<file path="src/rtl/cu_pkg.sv">
// Shared encodings for the multicycle control unit: opcode map, FSM state codes,
// stack-operation codes and the decoded instruction class.
package cu_pkg;

  localparam logic [5:0] OP_BRZ   = 6'h00;
  localparam logic [5:0] OP_BRN   = 6'h01;
  localparam logic [5:0] OP_BRC   = 6'h02;
  localparam logic [5:0] OP_BRO   = 6'h03;
  localparam logic [5:0] OP_LOAD  = 6'h04;
  localparam logic [5:0] OP_STORE = 6'h05;
  localparam logic [5:0] OP_BRA   = 6'h06;
  localparam logic [5:0] OP_JMP   = 6'h07;
  localparam logic [5:0] OP_RET   = 6'h08;
  localparam logic [5:0] OP_MUL   = 6'h10;
  localparam logic [5:0] OP_DIV   = 6'h11;
  localparam logic [5:0] OP_MOD   = 6'h12;
  localparam logic [5:0] OP_LAST  = 6'h1A;

  // FSM state encoding
  localparam logic [2:0] ST_IDLE     = 3'd0;
  localparam logic [2:0] ST_DECODE   = 3'd1;
  localparam logic [2:0] ST_EXEC     = 3'd2;
  localparam logic [2:0] ST_MEM      = 3'd3;
  localparam logic [2:0] ST_WAIT_ALU = 3'd4;
  localparam logic [2:0] ST_TRAP     = 3'd5;

  localparam logic [1:0] SP_NONE = 2'b00;
  localparam logic [1:0] SP_PUSH = 2'b01;
  localparam logic [1:0] SP_POP  = 2'b10;

  typedef enum logic [2:0] {
    CL_COND  = 3'd0,
    CL_BRA   = 3'd1,
    CL_JMP   = 3'd2,
    CL_RET   = 3'd3,
    CL_LOAD  = 3'd4,
    CL_STORE = 3'd5,
    CL_ALU   = 3'd6,
    CL_LONG  = 3'd7
  } op_class_e;

endpackage

</file>
<file path="src/rtl/cu_decoder.sv">
// Combinational opcode decoder: class, branch condition select, long-op flag
// and legality of the captured opcode.
module cu_decoder
  import cu_pkg::*;
#(
  parameter int OPW = 6
) (
  input  logic [OPW-1:0] opcode,
  output op_class_e      op_class,
  output logic [1:0]     cond_sel,
  output logic           is_long,
  output logic           legal
);

  logic [5:0] low;

  always_comb begin
    // NOTE: every output gets a default before any branch so no latch is inferred.
    low      = opcode[5:0];
    op_class = CL_ALU;
    is_long  = 1'b0;
    // cond_sel indexes flags {O,C,N,Z}: brz->Z(0), brn->N(1), brc->C(2), bro->O(3)
    cond_sel = low[1:0];
    // Any non-zero bit above [5:0] also pushes the value past OP_LAST.
    legal    = (opcode <= OPW'(OP_LAST));

    if (low <= OP_BRO) begin
      op_class = CL_COND;
    end else if (low == OP_LOAD) begin
      op_class = CL_LOAD;
    end else if (low == OP_STORE) begin
      op_class = CL_STORE;
    end else if (low == OP_BRA) begin
      op_class = CL_BRA;
    end else if (low == OP_JMP) begin
      op_class = CL_JMP;
    end else if (low == OP_RET) begin
      op_class = CL_RET;
    end else if (low >= OP_MUL && low <= OP_MOD) begin
      op_class = CL_LONG;
      is_long  = 1'b1;
    end
  end

endmodule

</file>
<file path="src/rtl/multicycle_cu.sv">
// Multicycle control unit FSM. Every output is a flop loaded on the edge that
// enters the state in which it is visible.
module multicycle_cu
  import cu_pkg::*;
#(
  parameter int OPW         = 6,
  parameter int MEM_TIMEOUT = 15,
  parameter int FLW         = 4
) (
  input  logic           clk,
  input  logic           rst,
  input  logic           instr_valid,
  output logic           instr_ready,
  input  logic [OPW-1:0] opcode,
  input  logic [FLW-1:0] flags,
  output logic           mem_req,
  output logic           mem_we,
  input  logic           mem_ack,
  output logic           alu_start,
  input  logic           alu_done,
  output logic           acc_load,
  output logic           pc_load,
  output logic           pc_inc,
  output logic [1:0]     sp_op,
  output logic           illegal
);

  localparam int CNTW = ($clog2(MEM_TIMEOUT + 1) > 4) ? $clog2(MEM_TIMEOUT + 1) : 4;

  logic [2:0]      state_q, state_d;
  logic [OPW-1:0]  opcode_q, opcode_d;
  logic [CNTW-1:0] wait_cnt_q, wait_cnt_d;
  logic            instr_ready_q, instr_ready_d;
  logic            mem_req_q, mem_req_d;
  logic            mem_we_q, mem_we_d;
  logic            alu_start_q, alu_start_d;
  logic            acc_load_q, acc_load_d;
  logic            pc_load_q, pc_load_d;
  logic            pc_inc_q, pc_inc_d;
  logic [1:0]      sp_op_q, sp_op_d;
  logic            illegal_q, illegal_d;

  op_class_e  op_class;
  logic [1:0] cond_sel;
  logic       is_long;
  logic       legal;

  cu_decoder #(.OPW(OPW)) u_decoder (
    .opcode   (opcode_q),
    .op_class (op_class),
    .cond_sel (cond_sel),
    .is_long  (is_long),
    .legal    (legal)
  );

  always_comb begin
    state_d       = state_q;
    opcode_d      = opcode_q;
    wait_cnt_d    = '0;
    instr_ready_d = 1'b0;
    mem_req_d     = 1'b0;
    mem_we_d      = 1'b0;
    alu_start_d   = 1'b0;
    acc_load_d    = 1'b0;
    pc_load_d     = 1'b0;
    pc_inc_d      = 1'b0;
    sp_op_d       = SP_NONE;
    illegal_d     = 1'b0;

    case (state_q)
      ST_IDLE: begin
        if (instr_valid && instr_ready_q) begin
          opcode_d = opcode;
          state_d  = ST_DECODE;
        end else begin
          instr_ready_d = 1'b1;
        end
      end

      // Outputs seen during EXEC are decided here; the branch flag is taken
      // on the edge that enters EXEC so pc_load/pc_inc are valid in EXEC.
      ST_DECODE: begin
        if (!legal) begin
          state_d   = ST_TRAP;
          illegal_d = 1'b1;
        end else begin
          state_d = ST_EXEC;
          if (is_long) begin
            alu_start_d = 1'b1;
          end else begin
            case (op_class)
              CL_COND: begin
                if (flags[cond_sel]) pc_load_d = 1'b1;
                else                 pc_inc_d  = 1'b1;
              end
              CL_BRA:  pc_load_d = 1'b1;
              CL_JMP: begin
                pc_load_d = 1'b1;
                sp_op_d   = SP_PUSH;
              end
              CL_RET: begin
                pc_load_d = 1'b1;
                sp_op_d   = SP_POP;
              end
              CL_LOAD:  mem_req_d = 1'b1;
              CL_STORE: begin
                mem_req_d = 1'b1;
                mem_we_d  = 1'b1;
              end
              default: begin
                acc_load_d = 1'b1;
                pc_inc_d   = 1'b1;
              end
            endcase
          end
        end
      end

      ST_EXEC: begin
        if (op_class == CL_LOAD || op_class == CL_STORE) begin
          state_d   = ST_MEM;
          mem_req_d = 1'b1;
          mem_we_d  = mem_we_q;
        end else if (is_long) begin
          state_d = ST_WAIT_ALU;
        end else begin
          state_d       = ST_IDLE;
          instr_ready_d = 1'b1;
        end
      end

      // An ack in the cycle the timeout is reached still completes the access.
      ST_MEM: begin
        if (mem_ack) begin
          state_d       = ST_IDLE;
          instr_ready_d = 1'b1;
          pc_inc_d      = 1'b1;
          acc_load_d    = (op_class == CL_LOAD);
        end else begin
          wait_cnt_d = wait_cnt_q + CNTW'(1);
          if (wait_cnt_d == CNTW'(MEM_TIMEOUT)) begin
            state_d   = ST_TRAP;
            illegal_d = 1'b1;
          end else begin
            mem_req_d = 1'b1;
            mem_we_d  = mem_we_q;
          end
        end
      end

      ST_WAIT_ALU: begin
        if (alu_done) begin
          state_d       = ST_IDLE;
          instr_ready_d = 1'b1;
          acc_load_d    = 1'b1;
          pc_inc_d      = 1'b1;
        end
      end

      ST_TRAP: begin
        illegal_d = 1'b1;
      end

      default: begin
        state_d       = ST_IDLE;
        instr_ready_d = 1'b1;
      end
    endcase
  end

  always_ff @(posedge clk or posedge rst) begin
    if (rst) begin
      state_q       <= ST_IDLE;
      opcode_q      <= '0;
      wait_cnt_q    <= '0;
      instr_ready_q <= 1'b0;
      mem_req_q     <= 1'b0;
      mem_we_q      <= 1'b0;
      alu_start_q   <= 1'b0;
      acc_load_q    <= 1'b0;
      pc_load_q     <= 1'b0;
      pc_inc_q      <= 1'b0;
      sp_op_q       <= SP_NONE;
      illegal_q     <= 1'b0;
    end else begin
      // NOTE: non-blocking so every flop samples the pre-edge values together.
      state_q       <= state_d;
      opcode_q      <= opcode_d;
      wait_cnt_q    <= wait_cnt_d;
      instr_ready_q <= instr_ready_d;
      mem_req_q     <= mem_req_d;
      mem_we_q      <= mem_we_d;
      alu_start_q   <= alu_start_d;
      acc_load_q    <= acc_load_d;
      pc_load_q     <= pc_load_d;
      pc_inc_q      <= pc_inc_d;
      sp_op_q       <= sp_op_d;
      illegal_q     <= illegal_d;
    end
  end

  assign instr_ready = instr_ready_q;
  assign mem_req     = mem_req_q;
  assign mem_we      = mem_we_q;
  assign alu_start   = alu_start_q;
  assign acc_load    = acc_load_q;
  assign pc_load     = pc_load_q;
  assign pc_inc      = pc_inc_q;
  assign sp_op       = sp_op_q;
  assign illegal     = illegal_q;

endmodule

</file>
<file path="config.mk">
export PLATFORM = sky130hd
export DESIGN_NAME = multicycle_cu
export DESIGN_NICKNAME = d
export VERILOG_FILES = /design/src/rtl/cu_pkg.sv /design/src/rtl/cu_decoder.sv /design/src/rtl/multicycle_cu.sv
export SDC_FILE = /design/constraint.sdc
export NUM_CORES = 1
export LEC_CHECK = 0
export CAP_MARGIN = 20
export CORE_UTILIZATION = 51
export DETAILED_ROUTE_END_ITERATION = 12
export PLACE_DENSITY = 0.78
export SLEW_MARGIN = 10
export SYNTH_ARGS = -nofsm -noshare
export SYNTH_HDL_FRONTEND = slang
export SYNTH_HIERARCHICAL = 1
export SYNTH_SLANG_ARGS = --single-unit
</file>
<file path="constraint.sdc">
create_clock -name clk -period 2 [get_ports clk]
set_input_delay 0.6 -clock clk [delete_from_list [all_inputs] [get_ports clk]]
set_output_delay 0.6 -clock clk [all_outputs]
set_load 0.05 [all_outputs]
</file>
==> metrics.txt, run 1 <==
CP max FO 5; WL final 2.626 mm; Setup Fix Bufs, Post-CTS 0; H-tree Lvls 1; Critical Path RT approximately 2300 ps; Synth top area share 43.36%; Yosys cell types 43; placed cell count 196; Hold Violations, Final 0; Tmin final 1807 ps; combinational share of power a little over half; Initial Util a little over half; Routability Congestion roughly 0.89; Final Slew Violations 0; Final HPWL DP 1.971 mm; Synthesis Warnings 6; Clock Tree Buf Depth 2; largest net degree at the start of global routing 24; # rows 18; Worst path depth 7; Final period util 90.37%; # fillers 209; wire length on met1 between 1 and 1.5 mm; worst path cell trace a21oi_2 > inv_1 > a31oi_1 > nand2b_1 > or3_4 > nor2_2 > and3_1; switching share of total power a little under half; non-filler cells, final 200; area leader, netlist dfrtp_1; port bufs 24; Async SR Flop Fraction 100.0%; RR Endpoint sp_op[1]; sequential area share after synthesis between 40% and 50%; flop2flop setup slack 190 ps; drt wl/cell between 10 and 15 µm; syn nets 156; FF-to-FF path depth 7; crit path to sp_op[1]; DR iter-0 viols 25; clk root buf clkbuf_4; clk_skew 8.167 ps; share of cells above drive strength 1 22.35%; DIE WIDTH 53.02 µm; Net Switching 1.047 mW; Worst Max-Slew Pin Slew 563.4 ps; metal2 WL 1.244 mm; Inserted Clock Buffers 3; post-cts resize count 0; total number of vias about 1100; global-route wire length before repair roughly 4.5 mm; total chip power approximately 2.3 mW; CORE AREA approximately 2500 µm²; DRC 0; Post-synth EDFFs 0; placed standard-cell area between 1500 and 2000 µm²; critical path launch point opcode_q[1]; Post-synth top flop dfrtp_1; Rel. slew slack 62.44%; CTS tree done; Die Ht 53.02 µm; RSZ-0062 raised after global routing false; crit path kind reg -> reg; worst-skew pair later-pin latency ~320 ps; critical path's slowest cell dfrtp_1; nets@finish 188; Top Ports 25; CP bufs+invs 1; GRT Total Usage between 20% and 30%; cts hold-fix bufs 0; final hold slack about 520 ps; Worst Setup End Kind flop; GRT Residual Overflow 0; crit-path leading delay family simple AND/OR/NAND/NOR gates; Arr. time, crit path 2070 ps; LEAKAGE ~0.73 nW; Final setup violation count 0; number of diodes 0; Synth Register Bits 23; Clk pwr share 9.8%; Max IR drop VDD 927.3 µV; setup TNS 0 ps; HP Class reg -> reg; DR vias/cell 5.555; Final ANT Viol Nets 0; initial antenna violation count 0; # Max-Cap Violations 0; Post-Syn Instances about 140; Sink Count 23; Crit Reg-Reg Startpoint opcode_q[1]; PwrDens between 1000 and 1500 nW/µm²; Routed met3 length 125 µm; Max stage delay on crit path around 460 ps; CP Launch Type flop; first-pass detailed-route iteration total 4; top layer in use met4; Design Area, Final 1637 µm²; Syn-to-layout area delta 23.28%; fmax between 0.5 and 0.6 GHz; status finished clean; top cells by area, synth dfrtp_1 43%, mux2_2 5.1%, nand2_1 4.2%; Worst-path clk slew 130 ps; P_int ~1.2 mW; Die Area 2811 µm²; sequential share of power roughly 36%; vias in the first global route 1035; Syn Std Cell Area 1328 µm²; syn avg cell area 9.551 µm²
## layer usage
metal | global-route usage [%] | vias to the layer above
met3 | 2.874 | 5
met4 | 8.772 | 0
met2 | 37.76 | 37
li1 | - | 550
met1 | 27.96 | 519
met5 | 0 | -
## kinds of logic after synthesis
logic type,Yosys count,share of synthesized area [%]
AO/OA/AOI/OAI,27,14.99
XOR/XNOR,3,1.980
adder cells (fa/ha/maj),2,1.885
buffers and inverters,16,6.313
AND/OR/NAND/NOR,58,23.28
multiplexers,10,8.199
flip-flops,23,43.36
## power groups by stage
stage                     Clock, mW  Sequential [mW]  Combinational (mW)
after floorplan                   0            0.896               0.843
after global placement            0            0.808                1.18
after detailed placement          0            0.818                1.21
after CTS                     0.224            0.807                1.22
after global routing          0.247            0.846                1.35
final                         0.221            0.817                1.23
## layout by cell type, fill, tap and decap left out, drive strengths merged
master	n
a2111oi	1
a21boi	1
a21o	2
a21oi	7
a221o	1
a2bb2oi	1
a311oi	1
a31oi	5
a41oi	1
and3	1
and3b	1
buf	19
clkbuf	4
clkdlybuf4s50	14
dfrtp	23
ha	2
inv	10
mux2	7
mux2i	3
nand2	15
nand2b	5
nand3	9
nand3b	1
nand4	1
nand4b	1
nor2	15
nor2b	2
nor3	5
nor4	1
o21ai	3
o22ai	2
o31a	1
o31ai	1
or3	1
xnor2	2
xor2	1
## cells in the mapped netlist, drive strengths merged (2+ instances only)
cell,count
nand2b,5
nor3,5
a21o,2
nor2,15
mux2i,3
nand2,15
dfrtp,23
o21ai,3
buf,5
o22ai,2
mux2,7
nor2b,2
a31oi,5
inv,10
ha,2
a21oi,7
xnor2,2
nand3,9
## sequential cells by signal, summed over array words and instances (netlist names)
name,flops
mem_req,1
opcode_q,6
sp_op,2
pc_inc,1
alu_start,1
instr_ready,1
mem_we,1
wait_cnt_q,4
acc_load,1
pc_load,1
illegal,1
state_q,3
## worst min-delay path by stage
stage	start	endpoint	slack, ps	cells past startpoint
after floorplan	wait_cnt_q[0]	wait_cnt_q[0]	470	1
after global placement	wait_cnt_q[0]	wait_cnt_q[0]	490	1
after detailed placement	wait_cnt_q[0]	wait_cnt_q[0]	500	1
after CTS	wait_cnt_q[0]	wait_cnt_q[0]	520	1
after global routing	wait_cnt_q[0]	wait_cnt_q[0]	570	1
final	wait_cnt_q[0]	wait_cnt_q[0]	520	1
## cell type report
| cell class | count | area [µm²] | share of cell area, % |
|---|---|---|---|
| Clock buffer | 4 | 26.28 | 1.606 |
| Inverter | 10 | 37.54 | 2.294 |
| Multi-Input combinational cell | 100 | 676.9 | 41.36 |
| Sequential cell | 23 | 575.6 | 35.17 |
| Tap cell | 30 | 37.54 | 2.294 |
| Timing Repair Buffer | 33 | 282.8 | 17.28 |
## metrics by stage
stage               setup slack, ps  utilization, %
floorplan                     372.6               -
global placement              39.07           64.65
detailed placement            12.32           64.65
CTS                           188.2           65.71
global route                  55.57           66.06
finish                        192.6           66.06
(Power assumes the default switching activity.)
==> run 2: changes to the inputs <==
--- a/config.mk
+++ b/config.mk
@@ -6,9 +6,12 @@
 export NUM_CORES = 1
 export LEC_CHECK = 0
 export CAP_MARGIN = 20
+export CORE_MARGIN = 1.5
 export CORE_UTILIZATION = 51
 export DETAILED_ROUTE_END_ITERATION = 12
+export MAX_ROUTING_LAYER = met4
 export PLACE_DENSITY = 0.78
+export SETUP_SLACK_MARGIN = 0.2
 export SLEW_MARGIN = 10
 export SYNTH_ARGS = -nofsm -noshare
 export SYNTH_HDL_FRONTEND = slang
==> run 2 against run 1 <==
Routed wire length rose by 6.8%. Sequential power barely moved. Register-to-register slack improved by 40 ps. Non-clock buffer count rose by 3. Core utilization rose by 1.8 points. Critical endpoint unchanged. Largest cell class unchanged.
==> metrics.txt, run 2 (synthesized netlist as in run 1, its figures left out) <==
CP bufs+invs 1; DR vias/cell 5.700; post-route core utilization 67.83%; share of cells above drive strength 1 between 20% and 30%; LEAKAGE 0.7488 nW; Die Ht 54.02 µm; largest registers opcode_q: 6 flops, wait_cnt_q: 4 flops, state_q: 3 flops; crit path kind reg -> reg; CP Launch Type flop; first-pass detailed-route iteration total 4; status finished clean; clk_skew 6.929 ps; Die Area about 2900 µm²; Final Slew Violations 0; CTS tree done; HP Class reg -> reg; Routability Congestion 0.9095; Critical Path RT around 2300 ps; worst slack at placement -2.550 ps; DRC 0; initial antenna violation count 0; worst path cell trace a21oi_2 > inv_1 > a31oi_2 > nand2b_1 > or3_4 > nor2_4 > and3_1; H-tree Lvls 1; global-route wire length before repair about 4.4 mm; largest net degree at the start of global routing 24; DR iter-0 viols 39; Largest register FFs 6; commonest cells after routing, fill and taps aside 22 x dfrtp_1, 22 x buf_4, 15 x nand2_1, 14 x clkdlybuf4s50_1, 13 x nor2_1; Top Ports 25; Most flops, register opcode_q; Inserted Clock Buffers 3; Rel. slew slack 60.93%; DIE WIDTH 54.02 µm; Final period util 88.32%; worst-skew pair later-pin latency about 320 ps; Max IR drop VDD 987.4 µV; GRT Total Usage 21.50%; Arr. time, crit path 2030 ps; port bufs 24; crit-path leading delay family simple AND/OR/NAND/NOR gates; number of diodes 0; Tmin final 1766 ps; cts hold-fix bufs 0; drt wl/cell 13.82 µm; non-filler cells, final 203; # Max-Cap Violations 0; Worst-path clk slew 120 ps; Clock Tree Buf Depth 2; Max stage delay on crit path 420 ps; GRT Residual Overflow 0; Worst Setup End Kind flop; critical path's slowest cell dfrtp_1; placed cell count 195; CP max FO 5; clk root buf clkbuf_4; Syn-to-layout area delta 26.58%; # rows 18; Hold Violations, Final 0; RSZ-0062 raised after global routing true; nets@finish 191; Sink Count 23; setup slack after layout 233.6 ps; Initial Util 53.59%; CORE AREA between 2000 and 2500 µm²; WL final 2.805 mm; Final setup violation count 0; Final ANT Viol Nets 0; total number of vias 1157; Final HPWL DP 2.090 mm; vias in the first global route 1014; Worst Max-Slew Pin Slew just under 600 ps; fmax 0.5661 GHz; PwrDens 1425 nW/µm²
run 2: cell types whose count changed in the layout (fill, tap and decap cells not counted):
cell / previous run / this run
a311oi_1: 1 / 0
a311oi_2: 0 / 1
a31oi_1: 4 / 3
a31oi_2: 0 / 1
buf_4: 19 / 22
dfrtp_1: 23 / 22
dfrtp_2: 0 / 1
nor2_1: 14 / 13
nor2_4: 0 / 1
run 2: worst reg2reg max path: cells and delay by family (launching register included):
family                 cells  cell delay, ps
buffers and inverters      1              70
AO/OA/AOI/OAI              2             410
flip-flops                 1             420
AND/OR/NAND/NOR            4             820
run 2: layout make-up:
| class | count | area, µm² |
|---|---|---|
| Tap cell | 30 | 37.54 |
| Fill cell | 207 | 797.0 |
| Timing Repair Buffer | 36 | 305.3 |
| Inverter | 10 | 37.54 |
| Sequential cell | 23 | 576.8 |
| Multi-Input combinational cell | 100 | 696.9 |
| Clock buffer | 4 | 26.28 |
run 2: where the power goes:
part | internal, mW | switching, mW
combinational | 0.599 | 0.756
sequential | 0.608 | 0.211
clock | 0.0781 | 0.142
run 2: per-stage QoR:
| step | power [mW] | hold WS [ps] | TNS (ps) | instance area (µm²) |
|---|---|---|---|---|
| 2_1_floorplan | 1.739 | 472.3 | 0 | 1328 |
| 3_3_place_gp | 1.994 | 490.9 | 0 | 1594 |
| 3_5_place_dp | 2.046 | 503.1 | -2.743 | 1594 |
| 4_1_cts | 2.290 | 521.2 | 0 | 1630 |
| 5_1_grt | 2.549 | 584.7 | 0 | 1680 |
| 6_report | 2.395 | 571.6 | 0 | 1680 |
run 2: worst paths after layout:
check                             from           to  slack, ps  cells after the start
setup / recovery           opcode_q[1]     sp_op[1]        230                      7
hold / removal             opcode_q[2]  opcode_q[2]        570                      1
setup reg to reg           opcode_q[1]     sp_op[1]        230                      7
hold reg to reg            opcode_q[2]  opcode_q[2]        570                      1
max in group asynchronous          rst  opcode_q[2]       1160                      3
min in group asynchronous          rst       mem_we        600                      3
run 2: repair_timing:
item	in CTS	in global routing
endpoints found under the setup margin	5	7
setup buffers	0	4
hold endpoints to repair	0	0
pin swaps	0	1
cloned	0	0
gates resized for setup	2	5
run 2: metal layers:
metal,part of all wire [%],track usage (%),up-vias
met5,0,-,-
met4,1.1,7.083,0
met3,6.0,3.611,5
met2,51,36.38,46
met1,42,26.00,552
li1,-,-,554
==> run 3: changes to the inputs <==
--- a/config.mk
+++ b/config.mk
@@ -6,7 +6,7 @@
 export NUM_CORES = 1
 export LEC_CHECK = 0
 export CAP_MARGIN = 20
-export CORE_MARGIN = 1.5
+export CORE_MARGIN = 3
 export CORE_UTILIZATION = 51
 export DETAILED_ROUTE_END_ITERATION = 12
 export MAX_ROUTING_LAYER = met4
==> run 3 against run 2 <==
Core utilization is 5.3 points higher. Highest routed layer unchanged. Global-route usage fell by 0.78 points. Die area grew 11%. Critical path depth rose by 2. Routed wire length up 9.8%. Clock skew is 1.0 ps lower. Register-to-register slack about the same. Critical endpoint is now acc_load. First-iteration DRC count increased by 31%.
==> metrics.txt, run 3 (synthesized netlist as in run 1, its figures left out) <==
DRC 0; GRT Total Usage between 20% and 30%; # rows 17; Clock Tree Buf Depth 2; switching share of total power 47.11%; Rel. slew slack 71.48%; initial antenna violation count 0; Die Ht 57.02 µm; CORE AREA 2340 µm²; largest net degree at the start of global routing 24; Largest register FFs 6; combinational share of power 58.4%; DR iter-0 viols between 50 and 60; Max IR drop VDD 881.6 µV; Final HPWL DP 2.217 mm; largest registers opcode_q: 6 flops, wait_cnt_q: 4 flops, state_q: 3 flops; global-route wire length before repair 5.195 mm; PwrDens 1446 nW/µm²; Clk pwr share 8.9%; worst-skew pair later-pin latency 320 ps; Design Area, Final 1712 µm²; Syn-to-layout area delta 28.93%; vias in the first global route 1179; worst slack at placement -14.87 ps; Sink Count 23; Routability Congestion ~0.92; number of diodes 0; Final setup violation count 0; Worst-path clk slew between 100 and 150 ps; Inserted Clock Buffers 3; fmax between 0.5 and 0.6 GHz; clk_skew just under 6 ps; LEAKAGE between 0.7 and 0.8 nW; commonest cells after routing, fill and taps aside 22 x dfrtp_1, 22 x buf_4, 15 x nand2_1, 14 x nor2_1, 14 x clkdlybuf4s50_1; Final Slew Violations 0; Top Ports 25; total chip power 2.475 mW; H-tree Lvls 1; Most flops, register opcode_q; Arr. time, crit path 2030 ps; RSZ-0062 raised after global routing true; GRT Residual Overflow 0; drt wl/cell 15.33 µm; sequential share of power 32.7%; HP Class reg -> reg; Initial Util a little under three fifths; Final period util roughly 88%; Worst Max-Slew Pin Slew 427.8 ps; Die Area 3251 µm²; DR vias/cell 5.716; placed standard-cell area approximately 1600 µm²; CP Launch Type flop; Net Switching 1.166 mW; setup TNS 0 ps; Tmin final roughly 1800 ps; crit path kind reg -> reg; cts hold-fix bufs 0; nets@finish 191; P_int 1.309 mW; Critical Path RT 2270 ps; CP max FO 3; CTS tree done; DIE WIDTH 57.02 µm; Final ANT Viol Nets 0; WL final roughly 3.1 mm; first-pass detailed-route iteration total 4; total number of vias around 1100; clk root buf clkbuf_4; setup slack after layout ~240 ps; port bufs 24; share of cells above drive strength 1 27.17%; Worst Setup End Kind flop; status finished clean; # Max-Cap Violations 0; Hold Violations, Final 0
==> run 3: changes by cell type in the layout (fill, tap and decap cells not counted), sizes merged <==
cell	delta
clkbuf	-1
clkinv	+1
==> run 3: what timing repair did <==
item                       4_1_cts  5_1_grt
buffers inserted                 3        1
resized for setup                3        9
pin swaps                        0        2
setup endpoints to repair        7        9
==> run 3: path summary, 6_finish.rpt <==
check	startpoint	to	slack (ps)	cells after the start
max in group asynchronous	rst	state_q[0]	1150	3
hold / removal	wait_cnt_q[0]	wait_cnt_q[0]	580	2
min in group asynchronous	rst	wait_cnt_q[1]	600	3
hold reg to reg	wait_cnt_q[0]	wait_cnt_q[0]	580	2
setup reg to reg	opcode_q[0]	acc_load	240	9
setup / recovery	opcode_q[0]	acc_load	240	9
==> run 3: cell type report <==
type / count / area [µm²]
Tap cell: 28 / 35.03
Inverter: 10 / 37.54
Multi-Input combinational cell: 100 / 729.5
Clock buffer: 3 / 22.52
Timing Repair Buffer: 36 / 305.3
Fill cell: 176 / 628.1
Sequential cell: 23 / 576.8
Clock inverter: 1 / 5.005
==> run 3: per-layer routing <==
| metal | vias to the layer above | GRT usage, % | part of all wire [%] |
|---|---|---|---|
| li1 | 552 | - | - |
| met1 | 549 | 23.75 | 42 |
| met2 | 40 | 35.07 | 52 |
| met3 | 8 | 3.620 | 4.7 |
| met4 | 0 | 9.603 | 1.9 |
| met5 | - | - | 0 |
==> run 3: worst max-delay path, stage by stage (launching register included) <==
cell and delay (ps):
dfrtp_1 420, a21oi_2 180, inv_1 60, a31oi_2 240, nand2b_1 140, buf_4 170, nor3_4 170, nand2_1 100
o31ai_1 80, a21o_1 150
==> run 3: power by group through the flow <==
stage | Clock [mW] | Sequential [mW] | Combinational [mW]
final | 0.221 | 0.809 | 1.44
after global routing | 0.240 | 0.835 | 1.55
after CTS | 0.222 | 0.801 | 1.35
after detailed placement | 0 | 0.815 | 1.24
after global placement | 0 | 0.804 | 1.19
after floorplan | 0 | 0.896 | 0.843
==> run 3: per-stage QoR <==
step                hold slack [ps]  instances  util [%]
global placement              494.1        193     68.02
detailed placement            507.1        193     68.02
global route                  608.8        201     73.16
CTS                           526.2        200     70.91
finish                        577.3        201     73.16
floorplan                     472.3        139         -
